[config.mk]
export PLATFORM = sky130hd
export DESIGN_NAME = fixed_to_float_flat
export DESIGN_NICKNAME = d
export VERILOG_FILES = /design/src/rtl/fixed_to_float_if.sv /design/src/rtl/fixed_to_float.sv /design/src/flat_wrapper.sv
export SDC_FILE = /design/constraint.sdc
export NUM_CORES = 1
export LEC_CHECK = 0
export CAP_MARGIN = 10
export CORE_ASPECT_RATIO = 0.9
export CORE_MARGIN = 2
export CORE_UTILIZATION = 45
export CTS_CLUSTER_SIZE = 20
export DETAILED_ROUTE_END_ITERATION = 6
export PLACE_DENSITY_LB_ADDON = 0.3
export SLEW_MARGIN = 20
export SYNTH_ARGS = -nofsm -noshare
export SYNTH_HDL_FRONTEND = slang
export SYNTH_SLANG_ARGS = --single-unit
export TNS_END_PERCENT = 10
[constraint.sdc]
create_clock -name clock -period 3.9 [get_ports clock]
set_input_delay 0.39 -clock clock [delete_from_list [all_inputs] [get_ports clock]]
set_output_delay 0.39 -clock clock [all_outputs]
set_load 0.05 [all_outputs]
[src/rtl/fixed_to_float_if.sv]
// Operand/result bundle for the fixed-to-float custom instruction.
// Handshake: the master raises start for one cycle with dataa valid; the request
// is taken only on a clock edge where clk_en=1 and the block sits in IDLE.
// The block answers with a one-enabled-cycle done pulse, and result is valid
// from that cycle until the next accepted request completes. Every cycle with
// clk_en=0 freezes the block, so a pending done stays visible until the next
// enabled edge.
interface fixed_to_float_if;
    logic        clk_en;
    logic        start;
    logic [31:0] dataa;
    logic        done;
    logic [31:0] result;
    logic [1:0]  dbg_state;

    modport master (
        output clk_en, start, dataa,
        input  done, result, dbg_state
    );

    modport slave (
        input  clk_en, start, dataa,
        output done, result, dbg_state
    );
endinterface

[src/rtl/fixed_to_float.sv]
// Multicycle signed fixed-point to IEEE-754 single-precision converter.
// The magnitude is normalised one bit per clock, then rounded to nearest-even.
module fixed_to_float #(
    parameter int FRAC_BITS = 30
) (
    input  logic             clock,
    input  logic             aclr,
    fixed_to_float_if.slave  bus
);

    typedef enum logic [1:0] {
        IDLE  = 2'd0,
        NORM  = 2'd1,
        ROUND = 2'd2
    } state_t;

    // Exponent of the value when the fixed-point LSB is weighted 2^-FRAC_BITS
    // and the leading one would sit at bit 31.
    localparam logic [7:0] E_INIT = 8'(127 + 31 - FRAC_BITS);

    state_t      state_q, state_d;
    logic        s_q, s_d;
    logic [31:0] m_q, m_d;
    logic [7:0]  e_q, e_d;
    logic        done_q, done_d;
    logic [31:0] result_q, result_d;

    logic [23:0] mant;
    logic        round_up;
    logic [24:0] mant_sum;
    logic [23:0] mant_rnd;
    logic [7:0]  e_rnd;

    // Round-to-nearest-even of the normalised magnitude, used in ROUND.
    always_comb begin
        mant     = m_q[31:8];
        round_up = m_q[7] & ((|m_q[6:0]) | mant[0]);
        mant_sum = {1'b0, mant} + 25'(round_up);
        mant_rnd = mant_sum[23:0];
        e_rnd    = e_q;
        if (mant_sum[24]) begin
            mant_rnd = 24'h800000;
            e_rnd    = e_q + 8'd1;
        end
    end

    // Next-state and datapath update for the IDLE/NORM/ROUND sequence.
    always_comb begin
        state_d  = state_q;
        s_d      = s_q;
        m_d      = m_q;
        e_d      = e_q;
        done_d   = 1'b0;
        result_d = result_q;
        case (state_q)
            IDLE: begin
                if (bus.start) begin
                    if (bus.dataa == 32'h0) begin
                        // Zero has no leading one; answer +0.0 immediately.
                        result_d = 32'h0;
                        done_d   = 1'b1;
                    end else begin
                        s_d     = bus.dataa[31];
                        m_d     = bus.dataa[31] ? (~bus.dataa + 32'd1) : bus.dataa;
                        e_d     = E_INIT;
                        state_d = NORM;
                    end
                end
            end
            NORM: begin
                if (m_q[31]) begin
                    state_d = ROUND;
                end else begin
                    m_d = m_q << 1;
                    e_d = e_q - 8'd1;
                end
            end
            ROUND: begin
                result_d = {s_q, e_rnd, mant_rnd[22:0]};
                done_d   = 1'b1;
                state_d  = IDLE;
            end
            default: begin
                state_d = IDLE;
            end
        endcase
    end

    // State registers; frozen whenever the processor withholds clk_en.
    always_ff @(posedge clock or posedge aclr) begin
        if (aclr) begin
            state_q  <= IDLE;
            s_q      <= 1'b0;
            m_q      <= 32'h0;
            e_q      <= 8'h0;
            done_q   <= 1'b0;
            result_q <= 32'h0;
        end else if (bus.clk_en) begin
            state_q  <= state_d;
            s_q      <= s_d;
            m_q      <= m_d;
            e_q      <= e_d;
            done_q   <= done_d;
            result_q <= result_d;
        end
    end

    assign bus.done      = done_q;
    assign bus.result    = result_q;
    assign bus.dbg_state = state_q;

endmodule

[src/flat_wrapper.sv]
// flat-port wrapper written by rule: the top's interface ports become plain ports
module fixed_to_float_flat 
#(
    parameter int FRAC_BITS = 30
)
  (clock, aclr, bus_clk_en, bus_start, bus_dataa, bus_done, bus_result, bus_dbg_state);
  fixed_to_float_if bus_i ();
  input  logic clock;
  input  logic aclr;
  input wire logic [$bits(bus_i.clk_en)-1:0] bus_clk_en;
  input wire logic [$bits(bus_i.start)-1:0] bus_start;
  input wire logic [$bits(bus_i.dataa)-1:0] bus_dataa;
  output wire logic [$bits(bus_i.done)-1:0] bus_done;
  output wire logic [$bits(bus_i.result)-1:0] bus_result;
  output wire logic [$bits(bus_i.dbg_state)-1:0] bus_dbg_state;
  assign bus_i.clk_en = bus_clk_en;
  assign bus_i.start = bus_start;
  assign bus_i.dataa = bus_dataa;
  assign bus_done = bus_i.done;
  assign bus_result = bus_i.result;
  assign bus_dbg_state = bus_i.dbg_state;
  fixed_to_float #(.FRAC_BITS(FRAC_BITS)) u_core (.clock(clock), .aclr(aclr), .bus(bus_i));
endmodule
==> parameters.txt <==
Parameter                              Value

Outcome
  Run status ... completed

Clock network
  Clk Latency, worst-skew pair ... 0.34 ns
  CTS tree ... yes
  Number of buffers inserted by post-CTS setup repair ... 0
  CTS clk-pin slew, worst paths ... 0.09 ns
  H-tree levels ... 3
  Cells resized by post-CTS repair ... 0
  Post-CTS Hold Fix Bufs ... 0
  Clock tree root driver cell ... clkbuf_8
  Clock sink total ... 76
  Longest Clk Path Bufs ... 2
  Clock buffers created by TritonCTS ... 9

Placement
  IO buf count ... 70
  Placed instance area ... 5440 um^2
  Routability cong. ... 0.9334
  Post-DP HPWL ... 9041 um

Synthesis
  Mean instance size in the synthesized netlist ... 8.885 um^2
  Largest cells by area after synthesis ... dfrtp_1 (42%), xnor2_1 (7.3%), o21ai_0 (5.8%)
  Count of flip-flops with a built-in enable after synthesis ... 0
  Distinct cells, synth ... 48
  Yosys top cell by area ... dfrtp_1
  Ys flop type ... dfrtp_1
  Count of mapped cells out of synthesis ... 513
  Post-synth top cells ... dfrtp_1 (76), nand2_1 (59), o21ai_0 (53), nor2_1 (46), xnor2_1 (38)
  Area fraction of the dominant cell type after synthesis ... 0.4172
  FFs w/ async S/R, synth ... 1.000
  Net Count, Synth ... 553
  Synth warn ... 0
  Area of the mapped netlist ... 4558 um^2
  Most common cell in the synthesized netlist ... dfrtp_1
  Register area share after synthesis ... 0.4172
  Flops & latches, synth ... 76

Power and ir drop
  Switching power ... 2.087 mW
  Peak supply drop ... 0.3791 mV
  Pint ... 2.434 mW
  Relative contribution of sequential cells to total power ... 0.348
  Cell area power density ... 795.0 nW/um^2
  Overall power consumption ... 4.521 mW
  Clock network power share ... 0.163
  Combinational Power Share ... 0.489
  Switching power share of the total ... 0.4617
  Static power due to leakage ... 2.214 nW

Critical path
  CP arrival ... 3.20 ns
  Endpoint of the worst register-to-register path ... u_core.bus.result[10]
  Worst R2R Setup Slack ... 1.05 ns
  Number of cells on the worst reg-to-reg path ... 7
  Startpoint of the most critical register-to-register path ... u_core.m_q[8]
  Endpoint of the most critical setup path ... u_core.m_q[16]
  Required time of the critical path ... 4.12 ns
  Kind of critical path ... input port to flop
  Kind of capture point of the worst setup path ... flop
  Biggest fanout along the worst timing path ... 24
  Sort of element at the start of the critical path ... input port
  Critical path launch point ... bus_dataa[24]

Floorplan
  Starting Density ... 0.4679
  Die width ... 110.1 um
  Area of the placeable core ... 9742 um^2
  Die Y ... 99.48 um
  Total I/O pin count ... 71
  Placement row count ... 34
  Die footprint ... 10,950 um^2

Global route
  Met2 track utilization from global routing ... 0.3478
  Global routing usage summed across all routing layers ... 0.2295
  Global routing usage on met1 ... 0.3407
  Total grt overflow ... 0
  Largest net degree at the start of global routing ... 35
  Number of antenna violations at the first check in global routing ... 0
  First-pass GRT wire length ... 19,740 um
  Met3 usage ... 0.03801
  Vias in the first global route ... 3,877
  Most crowded layer after global routing ... met2

STA
  Max transition margin ... 0.3373
  Time the worst path needs with I/O delays and setup ... 2.972 ns
  Final number of max-transition violations ... 0
  Final count of negative-setup-slack endpoints ... 0
  RSZ-0062 raised after global routing ... no
  Final worst-path cycle share ... 0.7620
  Total negative setup slack ... 0 ns
  Max Clock Freq ... 336.5 MHz
  Clock tree skew after final layout ... 0.01119 ns
  Final hold viol count ... 0
  Transition time at the pin with the least slew margin ... 0.9882 ns

Cells and area
  Nets ... 622
  Fraction of final layout cells sized beyond drive strength 1 ... 0.08348
  Total area of sequential cells ... 1902 um^2
  Area Growth Syn to Fin ... 24.76%
  Multi-input logic area ... 2491 um^2
  Total of fill cells in the finished design ... 886
  Diodes inserted ... 0
  Fin area ... 5687 um^2

Detailed routing
  Average wire per cell in the routed design ... 16.66 um
  Total via count after detailed routing ... 4,112
  Number of detailed-routing iterations run before antenna repair ... 5
  Routed Antenna Nets ... 0
  Post-route DRC violation count ... 0
  Total wire length after detailed routing ... 11,880 um
  Post-detailed-route via-to-cell ratio ... 5.767
  Iteration-0 DRC Markers ... 237

Min path
  Path class of the lowest-slack min-delay path ... input port to asynchronous set/reset pin

Job
  Maximum capacitance violations ... 0
## placed cells by master (no fill, tap or decap), types with 4 or more instances in the layout
| cell | netlist | final |
|---|---|---|
| clkdlybuf4s50_1 | 0 | 70 |
| nor2b_1 | 7 | 7 |
| nand4_1 | 11 | 11 |
| or4_1 | 6 | 6 |
| xnor2_1 | 38 | 38 |
| ha_1 | 4 | 4 |
| nor4_1 | 10 | 10 |
| buf_4 | 0 | 15 |
| nand3_1 | 22 | 22 |
| mux2i_1 | 4 | 4 |
| a21o_1 | 5 | 5 |
| dfrtp_1 | 76 | 76 |
| nor2_1 | 46 | 46 |
| inv_1 | 15 | 14 |
| o31ai_1 | 10 | 10 |
| a31oi_1 | 7 | 6 |
| a221oi_1 | 15 | 15 |
| o21ai_0 | 53 | 53 |
| xor2_1 | 19 | 19 |
| clkbuf_8 | 0 | 9 |
| or3_1 | 6 | 6 |
| o41ai_1 | 7 | 7 |
| a21oi_1 | 12 | 12 |
| nor3_1 | 7 | 7 |
| nand2_1 | 59 | 59 |
| a22o_1 | 6 | 6 |
## cells by family (layout without fill, tap and decap cells)
logic type | count (synthesis) | after routing | share of synthesized area
buffers and inverters | 43 | 117 | 0.03761
xor gates and xnor gates | 57 | 57 | 0.1095
AOI/OAI and AO/OA | 127 | 127 | 0.1842
adders and majority gates | 4 | 4 | 0.01098
DFF | 76 | 76 | 0.4172
muxes | 11 | 11 | 0.02855
and+or+nand+nor | 195 | 195 | 0.2119
## stage by stage
stage	hold WS, ns	util	setup slack [ns]	std cells
finish	0.4384	0.5837	0.9282	713
global route	0.4920	0.5837	0.7498	713
CTS	0.4545	0.5837	0.9360	713
detailed placement	0.4701	0.5584	0.5755	697
global placement	0.4633	0.5584	0.6247	697
floorplan	0.4585	-	1.376	513
## routing by layer
| metal | routed length [um] | vias up | share of wire |
|---|---|---|---|
| li1 | - | 1984 | - |
| met1 | 5682 | 1970 | 0.48 |
| met2 | 5404 | 143 | 0.45 |
| met3 | 632 | 15 | 0.053 |
| met4 | 159 | 0 | 0.013 |
| met5 | 0 | - | 0 |
## critical path: stages
cell and delay, ns:
clkdlybuf4s50_1 0.48, or4_1 0.57, or4b_4 0.52, o41ai_4 0.39, a21boi_2 0.30, buf_12 0.26
mux2_2 0.27
## worst min path at each step
stage | end | slack, ns | depth (start not counted)
after global placement | u_core.bus.result[11] | 0.46 | 2
after global routing | u_core.bus.result[26] | 0.49 | 2
final | u_core.bus.result[26] | 0.44 | 2
after CTS | u_core.bus.result[26] | 0.45 | 2
after floorplan | u_core.s_q | 0.46 | 1
after detailed placement | u_core.bus.result[28] | 0.47 | 2
## final cells by class
cell class | count | share of cell area
multi-input combinational | 394 | 0.4381
tap | 126 | 0.02772
clock inverter | 7 | 0.02156
inverter | 15 | 0.009901
clock buffer | 9 | 0.02178
sequential | 76 | 0.3344
timing repair buffer | 86 | 0.1465
## power groups by stage
stage	logic (mW)	registers, mW	clock network (mW)
final	2.21	1.57	0.737
after global routing	2.41	1.63	0.789
after CTS	2.22	1.56	0.756
after detailed placement	2.21	1.58	0
after global placement	2.18	1.55	0
after floorplan	1.06	1.98	0
## registers in the layout (all words and copies together) (netlist names)
name                  cells
u_core.bus.done           1
u_core.s_q                1
u_core.m_q               32
u_core.bus.result        32
u_core.e_q                8
u_core.bus.dbg_state      2
No activity file was read; power rests on OpenSTA's default activity.
